--- config.mk ---
export PLATFORM = sky130hd
export DESIGN_NAME = tea_decrypt
export DESIGN_NICKNAME = d
export VERILOG_FILES = /design/src/rtl/tea_decrypt.sv
export SDC_FILE = /design/constraint.sdc
export NUM_CORES = 1
export LEC_CHECK = 0
export CELL_PAD_IN_SITES_DETAIL_PLACEMENT = 1
export CELL_PAD_IN_SITES_GLOBAL_PLACEMENT = 1
export CORE_MARGIN = 2
export CORE_UTILIZATION = 43
export DETAILED_ROUTE_END_ITERATION = 10
export GPL_TIMING_DRIVEN = 0
export PLACE_DENSITY_LB_ADDON = 0.1
export SYNTH_ARGS = -nofsm -noshare
export SYNTH_HDL_FRONTEND = slang
export SYNTH_SLANG_ARGS = --single-unit
--- constraint.sdc ---
create_clock -name clk -period 11.12 [get_ports clk]
set_input_delay 2.224 -clock clk [delete_from_list [all_inputs] [get_ports clk]]
set_output_delay 2.224 -clock clk [all_outputs]
set_load 0.05 [all_outputs]
--- src/rtl/tea_decrypt.sv ---
`default_nettype none
// ============================================================================
// Module      : tea_decrypt
// Description : Iterative TEA block decryptor, one round per clock.
// Revision    : 1.0 - initial release
// ============================================================================
module tea_decrypt #(
    parameter int          ROUNDS = 32,
    parameter logic [31:0] DELTA  = 32'h9E3779B9
) (
    input  logic         clk,
    input  logic         rst,
    input  logic         start,
    input  logic [127:0] key,
    input  logic [63:0]  data_in,
    output logic [63:0]  data_out,
    output logic         busy,
    output logic         done
);

    localparam int CNT_W = $clog2(ROUNDS) + 1;

    // Decryption walks the key schedule backwards from DELTA*ROUNDS.
    localparam logic [63:0]      c_sum_full = 64'(DELTA) * 64'(ROUNDS);
    localparam logic [31:0]      c_sum_init = c_sum_full[31:0];
    localparam logic [CNT_W-1:0] c_cnt_last = CNT_W'(ROUNDS - 1);

    localparam logic [0:0] S_IDLE = 1'b0;
    localparam logic [0:0] S_RUN  = 1'b1;

    logic [0:0]       r_state;
    logic [CNT_W-1:0] r_cnt;
    logic [31:0]      r_sum;
    logic [31:0]      r_v0;
    logic [31:0]      r_v1;
    logic [31:0]      r_k0;
    logic [31:0]      r_k1;
    logic [31:0]      r_k2;
    logic [31:0]      r_k3;
    logic [63:0]      r_data_out;
    logic             r_done;

    logic [31:0]      w_v1_next;
    logic [31:0]      w_v0_next;

    function automatic logic [31:0] f_mix(
        input logic [31:0] v,
        input logic [31:0] s,
        input logic [31:0] ka,
        input logic [31:0] kb
    );
        return ((v << 4) + ka) ^ (v + s) ^ ((v >> 5) + kb);
    endfunction

    // v0 update uses the freshly computed v1, mirroring the encrypt order in reverse.
    always_comb begin
        w_v1_next = r_v1 - f_mix(r_v0, r_sum, r_k2, r_k3);
        w_v0_next = r_v0 - f_mix(w_v1_next, r_sum, r_k0, r_k1);
    end

    always_ff @(posedge clk) begin
        if (rst) begin
            r_state    <= S_IDLE;
            r_cnt      <= '0;
            r_sum      <= '0;
            r_v0       <= '0;
            r_v1       <= '0;
            r_k0       <= '0;
            r_k1       <= '0;
            r_k2       <= '0;
            r_k3       <= '0;
            r_data_out <= '0;
            r_done     <= 1'b0;
        end else begin
            r_done <= 1'b0;
            case (r_state)
                S_IDLE: begin
                    if (start) begin
                        r_k0    <= key[127:96];
                        r_k1    <= key[95:64];
                        r_k2    <= key[63:32];
                        r_k3    <= key[31:0];
                        r_v0    <= data_in[63:32];
                        r_v1    <= data_in[31:0];
                        r_sum   <= c_sum_init;
                        r_cnt   <= '0;
                        r_state <= S_RUN;
                    end
                end
                S_RUN: begin
                    r_v0  <= w_v0_next;
                    r_v1  <= w_v1_next;
                    r_sum <= r_sum - DELTA;
                    r_cnt <= r_cnt + 1'b1;
                    if (r_cnt == c_cnt_last) begin
                        r_data_out <= {w_v0_next, w_v1_next};
                        r_done     <= 1'b1;
                        r_state    <= S_IDLE;
                    end
                end
                default: r_state <= S_IDLE;
            endcase
        end
    end

    assign data_out = r_data_out;
    assign busy     = (r_state == S_RUN);
    assign done     = r_done;

endmodule
`default_nettype wire
==> results.py <==
metrics = {
    "status": {
        "status": "finished, final reports clean",
    },
    "routing": {
        "wl_per_cell_microns": 25.7,
        "ant_nets": 0,
        "wirelength_microns": 102000,
        "initialDrtViolationCount": 1384,
        "first_pass_iters": 5,
        "drc": 0,
        "viasPerCell": 5.97,
        "vias": 23600,
    },
    "sta": {
        "setup_viol": 0,
        "fin_crit_ps": 10770,
        "tightest_slew_ps": 1330,
        "post-route-period-util_pct": 96.8,
        "slew_violations": 0,
        "setup_tns_ps": 0,
        "final.setup_skew_ps": 27.7,
        "finalHoldViolations": 0,
        "fmax_mhz": 92.9,
        "rsz0062_at_grt": "false",
        "holdWs_ps": 456,
        "slew-limit-headroom_pct": 10.6,
    },
    "placement": {
        "dp.final_hpwl_microns": 81800,
        "io_buffers": 260,
        "place_inst": 3879,
        "place.gp.congestion": 0.956,
    },
    "critical_path": {
        "crit_arrival_ps": 11190,
        "reg2reg_from": "r_v0[5]",
        "cp_slowest_stage_delay_ps": 1010,
        "path_delay_family": "compound AO/OA/AOI/OAI gates",
        "cpMaxStageDelayCell": "a21oi_1",
        "cp-end-kind": "register",
        "cp-startpoint": "r_v0[5]",
        "critical_path_buf_inv_count": 1,
        "cp_common_cell": "xnor2_1",
        "startpoint_type": "register",
        "crit_fanout": 6,
        "criticalPathCategory": "register to register",
        "worstPathRequired_ps": 11540,
    },
    "floorplanning": {
        "dieArea_sq_um": 55600,
        "rows": 84,
        "die_h_microns": 236,
        "top_level_ports": 261,
        "core_sq_um": 52900,
        "floorplan.initialDensity_pct": 43.7,
        "die_x_microns": 236,
    },
    "clock_network": {
        "post-cts-setup-buffers": 0,
        "htree_num_levels": 2,
        "clkSinkCount": 296,
        "cts_buffers": 38,
        "hold_buffers": 0,
        "root_buffer": "clkbuf_16",
        "cts_resized": 0,
        "clkSlewWorstSetupHoldPaths_ps": 60,
        "cts_buffer_depth": 3,
        "cts_tree": "built",
        "insertion_delay_ps": 600,
    },
    "yosys": {
        "syn_inst": 2931,
        "synth_top_family_by_area": "compound AO/OA/AOI/OAI gates",
        "synth_edf_count": 0,
        "synth_compound_area_share_pct": 25.3,
        "ys_seq_area_share_pct": 25.7,
        "synthXorXnorAreaFrac_pct": 14.3,
        "synthArstFlopShare_pct": 0,
        "synth_fa_ha_area_share_pct": 13.9,
        "synth_area_per_cell_sq_um": 7.88,
        "synthesis.area_sq_um": 23100,
        "synthMuxAreaShare_pct": 1.41,
        "synth_ff_type": "dfxtp_1",
        "yosys.area_share.simple_pct": 16.2,
        "ys_ff_latch": 296,
        "ys_warn_count": 0,
        "yosysUniqueCellTypes": 78,
        "syn_nets": 3377,
    },
    "cells_and_area": {
        "area_delta_synth_final_pct": 21.5,
        "drive_gt1_share_pct": 3.87,
        "nNetsFinal": 3677,
        "finalNonFillerCells": 3948,
    },
    "grt": {
        "grt_pass1_wl_microns": 151000,
        "antenna_found_initial": 2,
        "first_global_vias": 24700,
        "grt_usage_pct": 35.8,
        "grt_overflow": 0,
        "grt_max_degree": 14,
    },
    "worst_hold_path": {
        "holdCritStartpoint": "data_out[61]",
        "hold_class": "register to register",
    },
    "job": {
        "max-cap-violations": 0,
    },
}
## path summary, 6_finish.rpt
check,depth (start not counted),slack [ps],end
worst max-delay path,37,350,data_out[63]
worst min-delay path,2,460,data_out[61]
worst max register to register,37,350,data_out[63]
worst min register to register,2,460,data_out[61]
## placed cells by master (no fill, tap or decap), types with 13 or more instances in the layout
cell,Yosys,layout
o21ai_0,91,91
a211oi_1,99,99
nand2_1,413,413
buf_1,13,13
nand3_1,36,36
and3_1,17,17
inv_1,76,76
clkbuf_1,102,106
nor3_1,31,31
a21o_1,123,123
a21oi_1,408,408
xor2_1,72,72
o21bai_1,33,33
nand4_1,20,20
a31oi_1,23,23
mux2i_1,27,27
nor2b_1,53,53
clkdlybuf4s50_1,0,260
xnor2_1,298,297
ha_1,243,243
nor2_1,221,220
nand2b_1,25,25
o21a_1,24,24
o21ai_1,16,16
dfxtp_1,296,296
clkbuf_16,0,39
## Yosys cell counts (all sizes together) (9+ instances only)
library cell  count  area [sq um]
buf              15          58.8
nand2           413          1550
ha              243          3040
nand4            20           125
o21bai           34           259
a211o             9          78.8
clkbuf          102           383
a21oi           413          2090
a21o            127           958
xor2             72           631
inv              76           285
nand3            36           180
nor2            221           830
a211oi          103           793
nor2b            53           332
or3              10          62.6
nand2b           25           156
mux2i            27           270
xnor2           300          2650
o31ai             9          81.3
and2              9          56.3
o21ai           109           553
and3             17           106
nor3             33           175
o21a             24           180
dfxtp           296          5930
o211ai           11          87.6
a31oi            26           190
## flip-flops by register name (all words and copies together) (netlist names)
register,flops
r_sum,32
r_k3,32
r_k2,32
r_v0,32
r_cnt,6
r_k1,32
done,1
r_v1,32
r_k0,32
busy,1
data_out,64
## cell type report
type,instances,area [sq um]
tap,688,861
sequential,296,5930
multi-input combinational,2442,16500
clock inverter,18,397
inverter,76,285
clock buffer,50,1090
timing repair buffer,260,2600
fill,6428,24800
buffer,117,442
antenna,1,2.50
## worst reg2reg max path: cells and delay by family (launching register included)
family	cells	cell delay [ps]
adder cells (fa/ha/maj)	5	1980
buffers and inverters	1	70
XOR/XNOR	11	2430
AO/OA/AOI/OAI	15	4740
flip-flops	1	520
AND/OR/NAND/NOR	5	850
## cell families (layout without fill, tap and decap cells)
group | count (synthesis) | in the layout
adder cells (fa/ha/maj) | 251 | 251
other | 0 | 1
buffers and inverters | 193 | 521
XOR/XNOR | 373 | 373
multiplexers | 32 | 32
AND/OR/NAND/NOR | 860 | 860
AO/OA/AOI/OAI | 926 | 926
flip-flops | 296 | 296
## per-layer routing
layer  vias up  routed length [microns]  GRT usage [%]
li1      10900                        -              -
met3       210                     5950           4.60
met5         -                        0              0
met4         0                     4850           16.5
met1     11600                    44200           46.1
met2       767                    46500           59.5
## stage by stage
stage                     util, %  instance area (sq um)  setup WS [ps]
after floorplan                 -                  23100           3180
after global placement       50.2                  26600            759
after detailed placement     50.2                  26600            551
after CTS                    53.0                  28000            477
after global routing         53.1                  28100           76.3
final                        53.1                  28100            350
Power is left out: the tool's default activity adds up to more than one toggle a clock period on the data nets, which glitch-free logic cannot reach.
==> patch 1, RTL diff (same settings) <==
Compare `r_cnt` against `c_cnt_last` with >= in place of ==.
--- a/src/rtl/tea_decrypt.sv
+++ b/src/rtl/tea_decrypt.sv
@@ -94,3 +94,3 @@
                     r_cnt <= r_cnt + 1'b1;
-                    if (r_cnt == c_cnt_last) begin
+                    if (r_cnt >= c_cnt_last) begin
                         r_data_out <= {w_v0_next, w_v1_next};
Function: no difference found for any inputs over 4 cycles, from zero or initial values and one cycle with rst high; that may be too few to reach the edited logic, so the function may still have changed.
==> patch 1 against the original RTL <==
Fmax increased by 2.5%. Critical path type unchanged. Setup slack improved by 0.26 ns. Cell area decreased by 0.26%. Critical endpoint is now r_v0[31]. Routed wire length decreased by 1.6%. Sequential cell count unchanged. Area after synthesis increased by 0.66%.
Power is left out: the tool's default activity adds up to more than one toggle a clock period on the data nets, which glitch-free logic cannot reach.
==> patch 1: results (changes against the original RTL) <==
[status]
status=completed

[grt]
grtUsageTotal_pct=34.8  ; -0.98 points
grt_start_max_net_pins=13  ; -1
antenna_found_initial=1  ; -1
grt_pass1_wl_um=148000  ; -1.8%

[yosys]
yosys.area_share.adder_pct=13.8  ; -0.091 points
synthTopCellsByCount=409 x nand2_1, 400 x a21oi_1, 296 x dfxtp_1, 284 x xnor2_1, 243 x ha_1
muxShareOfSynthArea_pct=1.50  ; +0.088 points
synth_area_leaders=dfxtp_1 25%, ha_1 13%, xnor2_1 11%, a21oi_1 8.6%, nand2_1 6.6%
synth_nets=3386  ; +0.27%
yosysWarnings=0  ; unchanged
synth_compound_area_share_pct=25.6  ; +0.30 points
synth_cell_type_count=74  ; -5.1%
ys_async_sr_fraction_pct=0  ; unchanged
ys_seq_area_share_pct=25.5  ; -0.17 points
synth_xor_area_share_pct=14.3  ; -0.040 points
ys.flop_type=dfxtp_1

[drt]
drtIter0Drc=1560  ; +13%
drt-total-wl_um=99900  ; -1.6%
first_pass_iters=5  ; unchanged
routed-via-count=23563  ; +0.055%
route.detailed.drc=0  ; unchanged

[worst_hold_path]
hp-class=flip-flop to flip-flop
min-delay-start=data_out[29]

[placement]
hpwl_um=81200  ; -0.78%
io_buffers=260  ; unchanged
gp_congestion=0.945  ; -1.2%

[timing]
hold_viol=0  ; unchanged
tightest_slew_ns=1.29  ; -0.0406 ns
fin_skew_ns=0.0331  ; +0.00539 ns

[clocking]
cts_buffers=37  ; -2.6%
clk_pin_slew_ns=0.06  ; about the same
cts_root_buffer=clkbuf_16
post_cts_resize_count=0  ; unchanged
post-cts-setup-buffer-count=0  ; unchanged
htree_levels=2  ; unchanged
clk_latency_ns=0.59

[worst_setup_path]
crit_arrival_ns=10.98  ; -0.21 ns
cp_slowest_cell=xor2_2
cp_max_fo=6  ; unchanged
crit_start=r_sum[0]
slowest_delay_ns=0.58  ; -0.43 ns

[cells_and_area]
largest_register_ffs=64  ; unchanged
drive_above_1_share_pct=3.03  ; -0.83 points
fin_nets=3685  ; +0.22%

-- patch 1: layout make-up --
| cell class | instances | area [µm²] |
|---|---|---|
| antenna | 2 | 5.00 |
| buffer | 110 | 414 |
| clock buffer | 51 | 1100 |
| clock inverter | 14 | 136 |
| fill | 6494 | 25600 |
| inverter | 85 | 319 |
| multi-input combinational | 2449 | 16600 |
| sequential | 296 | 5930 |
| tap | 696 | 871 |
| timing repair buffer | 260 | 2600 |
-- patch 1: worst paths after layout --
| check | to | slack (ns) | cells after the start |
|---|---|---|---|
| worst max-delay path | r_v0[31] | 0.61 | 41 |
| worst min-delay path | data_out[29] | 0.45 | 2 |
| worst max register to register | r_v0[31] | 0.61 | 41 |
| worst min register to register | data_out[29] | 0.45 | 2 |
-- patch 1: cell families after synthesis --
kind of cell / Yosys count
muxes: 34
AOI/OAI and AO/OA: 947
DFF: 296
and+or+nand+nor: 850
buffers and inverters: 195
adders and majority gates: 251
xor gates and xnor gates: 367
-- patch 1: per-layer routing --
layer	vias up	global-route usage (%)	routed length, µm
met5	-	0	0
met4	0	13.7	3900
met3	189	4.46	5470
met2	746	60.0	47300
met1	11574	44.0	43200
li1	11054	-	-
-- patch 1: through the flow --
stage          instance area, µm²  util (%)  worst slack (ns)  cells
3_5_place_dp                26700      49.8             0.231   3896
2_1_floorplan               23200         -              3.06   2940
5_1_grt                     28000      52.2             0.106   3961
3_3_place_gp                26700      49.8             0.302   3896
4_1_cts                     28000      52.1             0.163   3961
6_report                    28000      52.2             0.612   3963
-- patch 1: worst max-delay path: cells and delay by family (launching register included) --
family,cells,cell delay (ns)
flops,1,0.48
xor+xnor,6,1.54
compound gates,22,5.16
simple gates,8,1.37
fa+ha+maj,5,1.79
==> patch 2, RTL diff (config.mk and constraints unchanged) <==
Without the edit above. `ROUNDS`: 32 -> 64.
--- a/src/rtl/tea_decrypt.sv
+++ b/src/rtl/tea_decrypt.sv
@@ -7,3 +7,3 @@
 module tea_decrypt #(
-    parameter int          ROUNDS = 32,
+    parameter int          ROUNDS = 64,
     parameter logic [31:0] DELTA  = 32'h9E3779B9
Check against the original RTL: no difference found for any inputs over 4 cycles, from zero or initial values and one cycle with rst high; that may be too few to reach the edited logic, so the function may still have changed.
==> patch 2 against the original RTL <==
Die area increased by 2.7%. Sequential cell count grew 1. Cell area up 1.9%. Synthesized cell count increased by 3.4%. Routed wire length grew 4.4%. Critical path depth grew 4. First-iteration DRC count up 7.4%. Critical path type unchanged. Area after synthesis increased by 2.7%. Setup slack improved by 0.15 ns.
Power is not shown: default switching activity piles up to over one toggle a cycle in this logic, so the estimate is an artifact.
==> patch 2: results (changes against the original RTL) <==
[clocking]
cts_buffers=37  ; -2.6%
clk_latency_ns=0.58  ; -0.02 ns
cts.sinks=297  ; +0.34%

[timing]
tightest_slew_ns=1.43  ; +0.0971 ns
fin_skew_ns=0.0306  ; +0.00294 ns
holdWs_ns=0.461  ; +0.00528 ns

[yosys]
syn_inst=3030  ; +3.4%
synth_compound_area_share_pct=25.6  ; +0.25 points
muxShareOfSynthArea_pct=2.26  ; +0.84 points
synth_xor_area_share_pct=13.6  ; -0.72 points
synth_area_leaders=dfxtp_1 25%, ha_1 13%, xnor2_1 11%, a21oi_1 8.7%, nand2_1 7.2%
synth_area_um2=23700  ; +2.7%
synth_cell_type_count=85  ; +9.0%
yosys.area_share.adder_pct=13.4  ; -0.42 points

[cells_and_area]
clkbuf_count=54  ; +8.0%
sh_seq_area_pct=20.8  ; -0.32 points
multi_input_area_um2=17200  ; +4.4%
buffers=383  ; +1.6%
syn2layout_area_growth_pct=20.5
clock_area_share_pct=4.40  ; -0.89 points
num-multi-input-gates=2538  ; +3.9%

[drt]
routedWlPerCell_um=26.1  ; +1.5%
wl_met3_um=5970  ; +0.37%
via_per_inst=6.04  ; +1.3%

[worst_setup_path]
cp_slowest_cell=or4_1
slowest_delay_ns=0.62  ; -0.39 ns
crit_arrival_ns=11.07  ; -0.12 ns

[placement]
hpwl_um=85800  ; +4.8%
gp_congestion=0.971  ; +1.6%
io_buffers=259  ; -0.38%
placed_area_um2=27200  ; +2.4%
dp.cells=3993  ; +2.9%

[grt]
grt_pass1_wl_um=157000  ; +4.1%
grt_start_max_net_pins=13  ; -1
grtUsageMet3_pct=4.63  ; +0.034 points

[worst_hold_path]
min-delay-start=r_k1[5]
min_to=r_k1[5]

[status]
status=completed

## patch 2: metrics by stage
| step | util, % | setup slack (ns) |
|---|---|---|
| after global routing | 52.2 | 0.0776 |
| after CTS | 52.0 | 0.000179 |
| after detailed placement | 49.6 | -0.441 |
| after floorplan | - | 2.87 |
| after global placement | 49.6 | -0.416 |
| final | 52.2 | 0.501 |
## patch 2: how the worst max path moves through the flow
stage | slack, ns | startpoint | end | cells past startpoint
2_1_floorplan | 2.87 | r_v0[5] | r_v0[31] | 40
3_3_place_gp | -0.42 | r_v0[5] | r_v0[31] | 40
3_5_place_dp | -0.44 | r_v0[5] | r_v0[31] | 40
4_1_cts | 0.0002 | r_v0[5] | r_v0[31] | 41
5_1_grt | 0.08 | r_v0[5] | r_v0[31] | 43
6_report | 0.50 | r_v0[0] | r_v0[31] | 41
## patch 2: repair_timing
item                                    4_1_cts  5_1_grt
gates resized for setup                       6       20
endpoints found under the setup margin        2        2
hold endpoints to repair                      0        0
